==> src/rtl/lcd_line_reader.sv <==
// ---------------------------------------------------------------------------
// lcd_line_reader
//   Read side of the LCD text-line buffer. Walks the 1bpp line RAM (240 px x
//   16 rows, 480 bytes) in ascending address order. Each bit becomes one
//   RGB565 pixel: the latched foreground colour for a 1, background for a 0.
//   Bits go out MSB first. Pixels are streamed over a valid/ready handshake.
//   One accepted start strobe produces one full band of COL*8 pixels, followed
//   by a one-cycle done pulse.
//
// Ports
//   clk        in   system clock, rising edge
//   rst_n      in   asynchronous reset, active low
//   start      in   one-cycle strobe; accepted only when idle
//   fg_color   in   colour for bit=1, captured on an accepted start
//   bg_color   in   colour for bit=0, captured on an accepted start
//   addrb      out  RAM read address
//   doutb      in   RAM read data, registered, one-cycle latency
//   ram_wen    in   RAM write enable; a write cancels that cycle's read
//   pix_data   out  pixel value
//   pix_valid  out  pix_data is valid
//   pix_ready  in   sink accepts the pixel when valid & ready
//   busy       out  high from accepted start until the done cycle ends
//   done       out  one-cycle pulse after the last pixel is accepted
// ---------------------------------------------------------------------------
module lcd_line_reader #(
    parameter int DATA_WDTH = 8,
    parameter int COL       = 480,
    parameter int COL_BITS  = 9,
    parameter int BYTES_ROW = 30,
    parameter int PIX_W     = 16
) (
    input  logic                 clk,
    input  logic                 rst_n,
    input  logic                 start,
    input  logic [PIX_W-1:0]     fg_color,
    input  logic [PIX_W-1:0]     bg_color,
    output logic [COL_BITS-1:0]  addrb,
    input  logic [DATA_WDTH-1:0] doutb,
    input  logic                 ram_wen,
    output logic [PIX_W-1:0]     pix_data,
    output logic                 pix_valid,
    input  logic                 pix_ready,
    output logic                 busy,
    output logic                 done
);

    // The band must consist of whole pixel rows.
    if (COL % BYTES_ROW != 0) begin : g_bad_geometry
        $error("lcd_line_reader: COL must be a multiple of BYTES_ROW");
    end

    localparam int BC_W = $clog2(DATA_WDTH);
    localparam logic [COL_BITS-1:0] LAST_ADDR = COL_BITS'(COL - 1);
    localparam logic [BC_W-1:0]     LAST_BIT  = BC_W'(DATA_WDTH - 1);

    typedef enum logic [2:0] {
        IDLE,
        REQ,
        LOAD,
        SHIFT,
        DONE
    } state_t;

    state_t               state, state_nxt;
    logic [DATA_WDTH-1:0] sreg;
    logic [BC_W-1:0]      bit_cnt;
    logic [PIX_W-1:0]     fg_q, bg_q;

    logic xfer;
    logic last_bit;

    assign xfer     = pix_valid & pix_ready;
    assign last_bit = (bit_cnt == LAST_BIT);

    // NOTE: sequential state uses non-blocking assignments so every register
    // samples pre-edge values regardless of statement order.
    always_ff @(posedge clk or negedge rst_n) begin
        if (!rst_n) state <= IDLE;
        else        state <= state_nxt;
    end

    // NOTE: every output of this block gets a default first, so no path
    // through the case leaves a signal unassigned (no latches).
    always_comb begin
        state_nxt = state;
        pix_valid = 1'b0;
        pix_data  = '0;
        done      = 1'b0;
        busy      = 1'b1;
        unique case (state)
            IDLE: begin
                busy = 1'b0;
                if (start) state_nxt = REQ;
            end
            // A write on the same cycle cancels the read; retry the address.
            REQ:  if (!ram_wen) state_nxt = LOAD;
            LOAD: state_nxt = SHIFT;
            SHIFT: begin
                pix_valid = 1'b1;
                pix_data  = sreg[DATA_WDTH-1] ? fg_q : bg_q;
                if (xfer && last_bit)
                    state_nxt = (addrb == LAST_ADDR) ? DONE : REQ;
            end
            DONE: begin
                done      = 1'b1;
                state_nxt = IDLE;
            end
            default: state_nxt = IDLE;
        endcase
    end

    // Datapath. pix_data is a pure function of sreg and the colour latches,
    // so it stays stable for as long as a transfer is stalled.
    // NOTE: every datapath register has a defined reset value; there is no
    // storage array here that would need to be left unreset.
    always_ff @(posedge clk or negedge rst_n) begin
        if (!rst_n) begin
            addrb   <= '0;
            sreg    <= '0;
            bit_cnt <= '0;
            fg_q    <= '0;
            bg_q    <= '0;
        end else begin
            unique case (state)
                IDLE: begin
                    if (start) begin
                        fg_q  <= fg_color;
                        bg_q  <= bg_color;
                        addrb <= '0;
                    end
                end
                LOAD: begin
                    sreg    <= doutb;
                    bit_cnt <= '0;
                end
                SHIFT: begin
                    if (xfer) begin
                        sreg    <= sreg << 1;
                        bit_cnt <= bit_cnt + BC_W'(1);
                        if (last_bit && addrb != LAST_ADDR)
                            addrb <= addrb + COL_BITS'(1);
                    end
                end
                DONE:    addrb <= '0;
                default: ;
            endcase
        end
    end

endmodule
==> config.mk <==
export PLATFORM = sky130hd
export DESIGN_NAME = lcd_line_reader
export DESIGN_NICKNAME = d
export VERILOG_FILES = /design/src/rtl/lcd_line_reader.sv
export SDC_FILE = /design/constraint.sdc
export NUM_CORES = 1
export LEC_CHECK = 0
export ABC_AREA = 1
export ABC_CLOCK_PERIOD_IN_PS = 3050
export CAP_MARGIN = 10
export CORE_MARGIN = 4
export CORE_UTILIZATION = 54
export CTS_CLUSTER_DIAMETER = 50
export DETAILED_ROUTE_END_ITERATION = 12
export HOLD_SLACK_MARGIN = 0.15
export PLACE_DENSITY = 0.88
export SYNTH_ARGS = -nofsm -noshare
export SYNTH_HDL_FRONTEND = slang
export SYNTH_SLANG_ARGS = --single-unit
export TNS_END_PERCENT = 5
==> constraint.sdc <==
create_clock -name clk -period 3.05 [get_ports clk]
set_input_delay 0.305 -clock clk [delete_from_list [all_inputs] [get_ports clk]]
set_output_delay 0.305 -clock clk [all_outputs]
set_load 0.02 [all_outputs]
---- Word-level counts from Yosys, hierarchy flattened ----
Cells that the tools add are included.
W data, S select, Z words.
operators by class
  $add $sub $neg .......................... 2
  equality and inequality tests ........... 12
  multiplexer cells ....................... 18
  bitwise logic cells ..................... 1
  reductions and logical operators ........ 9
operators by type and width
  operator               number
  $mux W16               2
  $mux W9                3
  $pmux W9 S3            1
  $pmux W8 S2            1
  $mux W3                5
  $pmux W3 S4            1
  $ne A2 B2 Y1 const B   5
  $add A9 B1 Y9 const B  1
  $eq A9 B9 Y1 const B   1
  $ne A9 B9 Y1 const B   1
  $mux W8                1
  $eq A3 B2 Y1 const B   2
  $eq A3 B3 Y1 const B   2
  $pmux W3 S2            1
  $reduce_and A2 Y1      2
  $reduce_and A4 Y1      1
  $add A3 B1 Y3 const B  1
  $eq A3 B1 Y1 const B   1
  $logic_not A3 Y1       1
  $mux W1                3
  $reduce_and A3 Y1      1
  $reduce_bool A3 Y1     1
  $logic_and A1 B1 Y1    2
  $reduce_bool A2 Y1     1
  $and A1 B1 Y1          1
word-level totals
  register bits after elaboration ......... 55
  output and inout port bits .............. 28

---- Depth between registers and ports, before layout ----
  word-level depth ........................ 6
  gate-level depth with buffers ........... 10

---- Least setup slack after synthesis ----
Ideal clock, no wire load.
  kind .................................... flip-flop to output port
  start point ............................. register state[2]
  end point ............................... output pix_data[0]
  arrival ................................. 1.229 ns
  required time ........................... 2.745 ns
  path slack .............................. 1.516 ns
  stages on the path, launching flop included .. 8
  path through ............................ dfrtp_1 inv_2 nand3_4 clkinv_4 buf_6 buf_4 nand2_1 inv_1
between the ends
  word-level cells in the longest chain between the ends .. 2
ends and longest elaborated chain
  what                    line  source
  from (decl)             64    state_t state, state_nxt;
  from (signal assigned)  79    else state <= state_nxt;
  $eq A3 B2 Y1            90    unique case (state)
  $mux W16                90
  to (decl)               40    output logic [PIX_W-1:0] pix_data,
No other way between the ends.

---- Worst setup path in the final report ----
  start point ............................. register sreg[7]
  end point ............................... output pix_data[0]
between the ends
  word-level cells in the longest chain between the ends .. 2
ends and longest elaborated chain
  what                    line  source
  from (decl)             65    logic [DATA_WDTH-1:0] sreg;
  from (signal assigned)  133   sreg <= doutb;
  from (signal assigned)  138   sreg <= sreg << 1;
  $mux W16                100   pix_data = sreg[DATA_WDTH-1] ? fg_q : bg_q;
  $mux W16                90
No other way between the ends.

==> qor.txt <==
Status - completed
Worst Setup Start Kind - register
Die area - 6841 sq um
Final setup vio count - 0
Hold Path Class - register to register
Fin crit share - 82.30%
Post-synthesis cell count - 325
CP Class - register to output pin
Most frequent CP cell - nand2_1
Largest net degree at the start of global routing - 43
Worst reg2reg path startpoint - state[0]
Fin. Hold Viols - 0
Commonest cells after routing, fill and taps aside - nand2_1 (114), clkdlybuf4s50_1 (71), dfrtp_1 (55)
Placer Congestion - 0.8195
Core Rows - 26
Ant diodes - 0
Final Core Density - 73.50%
Die height - 82.71 microns
CP peak stage delay - 0.54 ns
GRT Overall Usage - 22.48%
Avg Synthesized Cell Area - 9.274 sq um
Crit path buf inv count - 4
Drt initial violations - 243
Worst Tran Pin Value - 0.6491 ns
MaxCap Viol Count - 0
IO Pins - 73
Yosys warning total - 0
Commonest register cell after synthesis - dfrtp_1
Vias in the first global route - 2513
TritonCTS Buffers - 5
Fin area - 3874 sq um
Pleak - 1.949 nW
DR WL/cell - 15.18 microns
CTS max path bufs - 2
Post-synthesis register bit count - 55
Crit path max fanout - 17
Fraction of registers with async set/reset - 100.0%
Clock transition at path regs - 0.10 ns
Post-Place Cell Area - 3731 sq um
Residual DRC count - 0
Area Overhead vs Synth - 28.52%
CTS tree - done
Worst Hold Path EP - bit_cnt[2]
Worst endpoint required time - 2.74 ns
Distinct cells, synth - 33
CTS Sinks - 55
Max-slew violations - 0
Final nets - 443
Worst-Skew Late Latency - 0.31 ns
Flop-to-flop setup slack - 1.19 ns
Metal3 WL - 358 microns
CP delay by family, top - buffers and inverters
Mapped cell area - 3014 sq um
Hpwl dp - 5.037 mm
EDFF count, synth - 0
First-pass GRT wire length - 11.50 mm
PwrDens - 904.8 nW/um^2
Drt total wl - 7.072 mm
Met2 wire length - 3.577 mm
Hold slack - 0.5020 ns
Share of cells above drive strength 1 - 14.65%
Overall Power - 3.505 mW
Reg2reg end - fg_q[8]
Hold_sp - bit_cnt[2]
DR pass1 iterations - 4
CP Capture Type - output pin
Setup tns final - 0 ns
WP data arrival - 2.21 ns
Grt total ovfl - 0
Fillers - 360
Starting Density - 57.19%
R2r worst-path depth - 3
Hold Path Cell Cnt - 2
Worst vdd ir - 549.0 uV
Port-buffer cells - 72
Crit path cell chain - buf_4, clkinv_1, nand2_1, nand2_1, nand2_1, inv_1, clkdlybuf4s50_1
Register area - 1376 sq um
Syn Nets - 373
H-tree levels - 2
Via count - 2427
Crit path max-delay cell type - clkdlybuf4s50_1
Post-route ant nets - 0
Core ar. - 5270 sq um
Initial antenna violation count - 0
Via density - 5.208
Wire length on met1 - 2.894 mm
Register area share after synthesis - 45.66%
Tmin final - 2.510 ns
Commonest non-fill, non-tap cell in the layout - nand2_1
Setup Skew - 0.01202 ns
Clock root buffer master - clkbuf_8
Fmax - 398.4 MHz
RSZ-0062 raised after global routing - no
Die X-Extent - 82.71 microns
Max Used Layer - met4
Multi-input logic area - 1396 sq um
Slew margin rel. - 56.73%
sequential cells by signal, summed over array words and instances (netlist names):
name     count
sreg         8
fg_q        16
bit_cnt      3
addrb        9
state        3
bg_q        16
power by group:
part | switching [mW] | internal (mW) | total, mW
clock network | 0.236 | 0.328 | 0.564
logic | 0.887 | 0.808 | 1.70
registers | 0.208 | 1.04 | 1.25
total | 1.33 | 2.17 | 3.51
routing by layer:
metal | global-route usage, % | vias to the layer above
li1 | - | 1176
met1 | 26.60 | 1135
met2 | 39.10 | 90
met3 | 3.471 | 26
met4 | 11.93 | 0
met5 | 0 | -
tightest hold or removal path, stage by stage (launching register included):
cell and delay (ns):
dfrtp_1 0.36, nand2_1 0.06, nand2_1 0.05
stage by stage:
step	setup slack, ns	std cells
floorplan	1.516	325
global placement	0.9650	457
detailed placement	0.8828	457
CTS	0.5268	466
global route	0.3505	466
finish	0.5399	466
cell type report:
type                       count  area share, %
inverter                      36          3.618
tap                           70          2.261
sequential                    55          35.53
timing repair buffer          75          19.12
clock inverter                 2          1.550
clock buffer                   6          1.873
multi-input combinational    222          36.05
timing repair:
action | in CTS | in global routing
setup endpoints to repair | 0 | 0
hold buffers | 1 | 0
setup buffers | 0 | 0
gates resized for setup | 0 | 0
hold endpoints to repair | 26 | 0
logic make-up (layout without fill, tap and decap cells):
kind of cell | count (synthesis) | after routing | synth area share, %
AND/OR/NAND/NOR | 161 | 161 | 23.87
AO/OA/AOI/OAI | 26 | 26 | 5.521
adder cells (fa/ha/maj) | 3 | 3 | 1.245
multiplexers | 32 | 32 | 15.69
flip-flops | 55 | 55 | 45.66
buffers and inverters | 48 | 119 | 8.012
worst max path at each step:
stage	startpoint	end	cells after the start
floorplan	state[2]	pix_data[0]	7
global placement	sreg[7]	pix_data[5]	7
detailed placement	sreg[7]	pix_data[6]	7
CTS	sreg[7]	pix_data[6]	7
global route	sreg[7]	pix_data[4]	7
finish	sreg[7]	pix_data[0]	7
Yosys cell counts (3+ instances only):
library cell | count | area share, %
a21oi_1 | 4 | 0.66
buf_2 | 3 | 0.50
buf_6 | 5 | 1.9
dfrtp_1 | 55 | 46
ha_1 | 3 | 1.2
inv_1 | 32 | 4.0
mux2_4 | 30 | 15
nand2_1 | 114 | 14
nand2_4 | 4 | 1.5
nand3_1 | 19 | 3.2
nor2_1 | 13 | 1.6
o211ai_1 | 6 | 1.5
o21ai_0 | 10 | 1.7
Note: power is estimated with default switching activity, not from simulation.
==> edit 1: new RTL, same settings <==
`DATA_WDTH`: 8 -> 16.
--- a/src/rtl/lcd_line_reader.sv
+++ b/src/rtl/lcd_line_reader.sv
@@ -24,5 +24,5 @@
 // ---------------------------------------------------------------------------
 module lcd_line_reader #(
-    parameter int DATA_WDTH = 8,
+    parameter int DATA_WDTH = 16,
     parameter int COL       = 480,
     parameter int COL_BITS  = 9,
Ports: changed (resized doutb); port bits go from 73 to 81. No check against the original RTL was run, so the function may have changed too.
==> edit 1 against the unedited design <==
Total power increased by 17%. Worst setup slack worse by 0.069 ns. Sequential share of layout area grew 1.1 points. Cell count grew 16%. Wire length rose by 6.3%. Synthesized area grew 8.1%. Combinational power grew 5%. Final area increased by 13%. Sequential cell count grew 9. Die area up 7.3%. Critical path type unchanged. Critical endpoint is now pix_data[3].
==> edit 1: results (changes against the unedited design) <==
outcome complete, no violations; H-tree depth 3 (+1); routed wl met2 3630 um (+1.4%); highest cell delay on the worst timing path 0.52 ns (-0.02 ns); GR Layer Usage met3 5.48% (+2.0 points); Post-Syn Nets 434 (+16%); GR Layer Usage met1 27.7% (+1.1 points); Routed WL 7520 um (+6.3%); aggregate global-route resource usage 21.8% (-0.69 points); Worst-path clk slew 0.07 ns (-0.03 ns); Pleak 2.08 nW (+6.5%); clk_lat worst skew 0.35 ns (+0.04 ns); first-iteration detailed-routing DRC count 118 (-51%); R2R cell count 10 (+7); Worst Hold Class reg2reg; post-synthesis mux area share 11.4% (-4.3 points); # Max-Cap Violations 0 (unchanged); Metal-1 WL 3280 um (+13%); biggest registers after layout bg_q (16), fg_q (16), sreg (16); VDD IR max 0.000633 V (+15%); Adder-Cell Fraction of Synth Area 0.768% (-0.48 points); Synth cell types 31 (-6.1%); sequential share of the synthesized area 49.2% (+3.5 points); slowest cell on the critical path clkdlybuf4s50_1; P_comb 0.00179 W (+5%); switching power 0.00156 W (+18%); cts bufs inserted 9 (+4); PortBufs 80 (+11%); Compound-Gate Fraction of Synth Area 8.18% (+2.7 points); Hold Path Depth 1 (-1); vias in the first global route 2831 (+13%); post-route clock skew 0.0100 ns (-0.00199 ns); fraction of registers with async set/reset 100% (unchanged); Via density 5.18 (-0.55%); GP Congestion 0.880 (+7.4%); Clock Power 0.000891 W (+58%); routed wl met3 534 um (+49%); max layer used met4; Detail Placement HPWL 5190 um (+3.0%); CP arrival 2.27 ns (+0.06 ns); top post-synthesis cells by area dfrtp_1 49%, nand2_1 15%, mux2_2 10%; share of layout cells above drive strength 1 13.7% (-0.91 points); fill count 405 (+13%); GR Layer Usage met2 35.6% (-3.5 points); pin count of the biggest net entering global routing 39 (-9.3%); final net count 516 (+16%); post-synthesis xor/xnor area fraction 0.538% (+0.54 points); Max-Slew Margin vs Limit 50.1% (-6.7 points); Post-synth top cells 126 x nand2_1, 64 x dfrtp_1, 40 x inv_1, 30 x mux2_2, 21 x nand3_1; first-pass GRT wire length 12700 um (+10%)
==> edit 1: cell types whose count changed after synthesis, sizes merged, moves of 2 or more <==
cell | before | now
inv | 34 | 45
nand2 | 118 | 128
dfrtp | 55 | 64
o211ai | 7 | 16
o21ai | 13 | 20
buf | 10 | 13
a21oi | 5 | 3
nor2 | 15 | 17
==> edit 1: final cells by class <==
class	count	area, um^2	area share, %
sequential	64	1600	36.6
multi-input combinational	253	1410	32.2
timing repair buffer	87	851	19.5
inverter	46	173	3.95
clock buffer	10	128	2.92
clock inverter	6	116	2.66
tap	75	93.8	2.15
==> edit 1: final timing paths <==
| kind | startpoint | to | slack, ns |
|---|---|---|---|
| hold reg to reg | fg_q[5]$_DFFE_PN0P_ | fg_q[5]$_DFFE_PN0P_ | 0.50 |
| hold / removal | fg_q[5]$_DFFE_PN0P_ | fg_q[5]$_DFFE_PN0P_ | 0.50 |
| setup reg to reg | state[2]$_DFFE_PN0P_ | addrb[1]$_DFFE_PN0P_ | 0.93 |
| setup / recovery | sreg[15]$_DFFE_PN0P_ | pix_data[3] | 0.47 |
| min in group asynchronous | rst_n | sreg[6]$_DFFE_PN0P_ | 0.55 |
| max in group asynchronous | rst_n | fg_q[2]$_DFFE_PN0P_ | 1.75 |
==> edit 1: per-stage QoR <==
| step | power, W | worst slack [ns] | cells | instance area, um^2 | util [%] |
|---|---|---|---|---|---|
| final | 0.00410 | 0.471 | 541 | 4370 | 74.3 |
| after global routing | 0.00439 | 0.307 | 541 | 4370 | 74.3 |
| after CTS | 0.00413 | 0.431 | 541 | 4370 | 74.3 |
| after detailed placement | 0.00321 | 0.879 | 524 | 4120 | 69.9 |
| after global placement | 0.00313 | 0.949 | 524 | 4120 | 69.9 |
| after floorplan | 0.00264 | 1.49 | 379 | 3260 | - |
==> edit 2: new RTL, same flow settings <==
Without the edit above. Encoding of `state_t`: now Gray code (3 bits for 5 states).
--- a/src/rtl/lcd_line_reader.sv
+++ b/src/rtl/lcd_line_reader.sv
@@ -55,9 +55,9 @@
 
     typedef enum logic [2:0] {
-        IDLE,
-        REQ,
-        LOAD,
-        SHIFT,
-        DONE
+        IDLE  = 3'b000,
+        REQ   = 3'b001,
+        LOAD  = 3'b011,
+        SHIFT = 3'b010,
+        DONE  = 3'b110
     } state_t;
 
Formal check against the unedited RTL: same outputs for any inputs over 10 cycles, from zero or initial values and one cycle with rst_n low; not proved beyond that.
==> edit 2 against the unedited design <==
Total power is 10% lower. Sequential cell count stayed put. Synthesized area is 10% lower. Die area is 9.3% lower. Wire length is 8.1% lower. Worst setup slack worse by 0.055 ns. Final area is 6.7% lower. Critical endpoint is now pix_data[15]. Highest routed layer unchanged.
==> edit 2: results (changes against the unedited design) <==
CP arrival 2.26 ns (+0.05 ns); Pre-antenna DRT Iters 4 (unchanged); clk root buf clkbuf_8; Worst Hold Class reg2reg; post-route clock skew 0.00614 ns (-0.00587 ns); CTS Buffer Depth 2 (unchanged); internal power 0.00195 W (-10%); Setup WS pre-CTS 0.849 ns (-0.0334 ns); Ant. Diodes 0 (unchanged); Pleak 1.61 nW (-17%); pin count of the biggest net entering global routing 33 (-23%); cts bufs inserted 5 (unchanged); fraction of registers with async set/reset 100% (unchanged); Detail Placement HPWL 4720 um (-6.3%); Worst-path clk slew about 0.09 ns; outcome complete, no violations; first-pass GRT wire length 11100 um (-3.2%); vias in the first global route 2409 (-4.1%); final slew viol count 0 (unchanged); H-tree depth 2 (unchanged); aggregate global-route resource usage 22.9% (+0.46 points); Worst-Margin Slew 0.816 ns (+0.167 ns); GP Congestion 0.849 (+3.6%); initial antenna violation count 0 (unchanged); final net count 422 (-4.7%); first-iteration detailed-routing DRC count 184 (-24%); Placed Instances 433 (-5.3%); share of layout cells above drive strength 1 6.40% (-8.2 points); wire per inst 14.7 um (-3.1%); biggest registers after layout bg_q (16), fg_q (16), addrb (9); Post-Syn Nets 348 (-6.7%); PortBufs 72 (unchanged); fill count 360 (unchanged); clk_lat worst skew about 0.30 ns; Yosys warnings 0 (unchanged); VDD IR max 0.000595 V (+8.3%); sequential share of the synthesized area 50.9% (+5.2 points); final setup fails 0 (unchanged); Post-CTS Setup Inserts 0 (unchanged); Routed WL 6500 um (-8.1%); Via density 5.29 (+1.6%); Synth cell types 25 (-24%); Mapped Cells 300 (-7.7%); top post-synthesis cells by area dfrtp_1 51%, nand2_1 13%, mux2_1 12%; Post-synth top cells 97 x nand2_1, 55 x dfrtp_1, 30 x mux2_1, 26 x nor2_1, 18 x a21oi_1; worst-path fanout max 18 (+1)
## edit 2: cell count changes in the layout (fill, tap and decap cells not counted), moves of 4 or more
cell | before | now
mux2_1 | 0 | 30
mux2_4 | 30 | 0
inv_1 | 32 | 14
nand2_1 | 114 | 97
a21oi_1 | 4 | 18
nor2_1 | 13 | 26
o211ai_1 | 6 | 0
nand3_1 | 19 | 14
nand2_4 | 4 | 0
## edit 2: power by group through the flow
stage	combinational (W)	sequential, W	clock, W
2_1_floorplan	0.000914	0.00120	0
3_3_place_gp	0.00131	0.00122	0
3_5_place_dp	0.00137	0.00123	0
4_1_cts	0.00138	0.00122	0.000568
5_1_grt	0.00153	0.00126	0.000598
6_report	0.00137	0.00122	0.000558
## edit 2: cell type report
cell class                      count  share of cell area [%]
Inverter                           18                    1.87
Clock inverter                      2                    1.66
Multi-Input combinational cell    217                    33.2
Clock buffer                        6                    2.01
Sequential cell                    55                    38.1
Tap cell                           67                    2.32
Timing Repair Buffer               77                    20.9
## edit 2: worst max-delay path: stages, from the launching register on
cell	delay (ns)
dfrtp_1	0.38
buf_4	0.20
inv_1	0.42
nand2_1	0.09
a21oi_1	0.22
clkdlybuf4s50_1	0.65
## edit 2: logic make-up after synthesis
logic type / synth area share (%)
buffers and inverters: 4.81
adders and majority gates: 1.39
muxes: 13.3
AOI/OAI and AO/OA: 6.11
and+or+nand+nor: 22.8
DFF: 50.9
xor gates and xnor gates: 0.648
## edit 2: through the flow
step / hold WS, ns / instance area, um^2
finish: 0.487 / 3610
CTS: 0.494 / 3610
floorplan: 0.00941 / 2710
global route: 0.508 / 3610
global placement: 0.381 / 3470
detailed placement: 0.380 / 3470
## edit 2: worst paths after layout
path                                         from                     end  slack (ns)  cells after the start
hold / removal             bit_cnt[1]$_DFFE_PN0P_  bit_cnt[1]$_DFFE_PN0P_        0.49                      2
min in group asynchronous                   rst_n    fg_q[11]$_DFFE_PN0P_        0.57                      2
setup / recovery              sreg[7]$_DFFE_PN0P_            pix_data[15]        0.48                      5
hold reg to reg            bit_cnt[1]$_DFFE_PN0P_  bit_cnt[1]$_DFFE_PN0P_        0.49                      2
max in group asynchronous                   rst_n     sreg[7]$_DFFE_PN0P_        1.84                      3
setup reg to reg             state[2]$_DFFE_PN0P_     bg_q[7]$_DFFE_PN0P_        0.96                      3
## edit 2: repair_timing
item	in CTS	in global routing
resized for setup	0	0
hold endpoints to repair	30	0
hold buffers	1	0
## edit 2: metal layers
layer | vias to the layer above | wire length, um | part of all wire, % | global-route usage [%]
met5 | - | 0 | 0 | 0
met4 | 0 | 58 | 0.89 | 5.24
met3 | 5 | 453 | 7.0 | 4.88
met2 | 87 | 3210 | 49 | 38.4
met1 | 1118 | 2780 | 43 | 30.8
li1 | 1128 | - | - | -
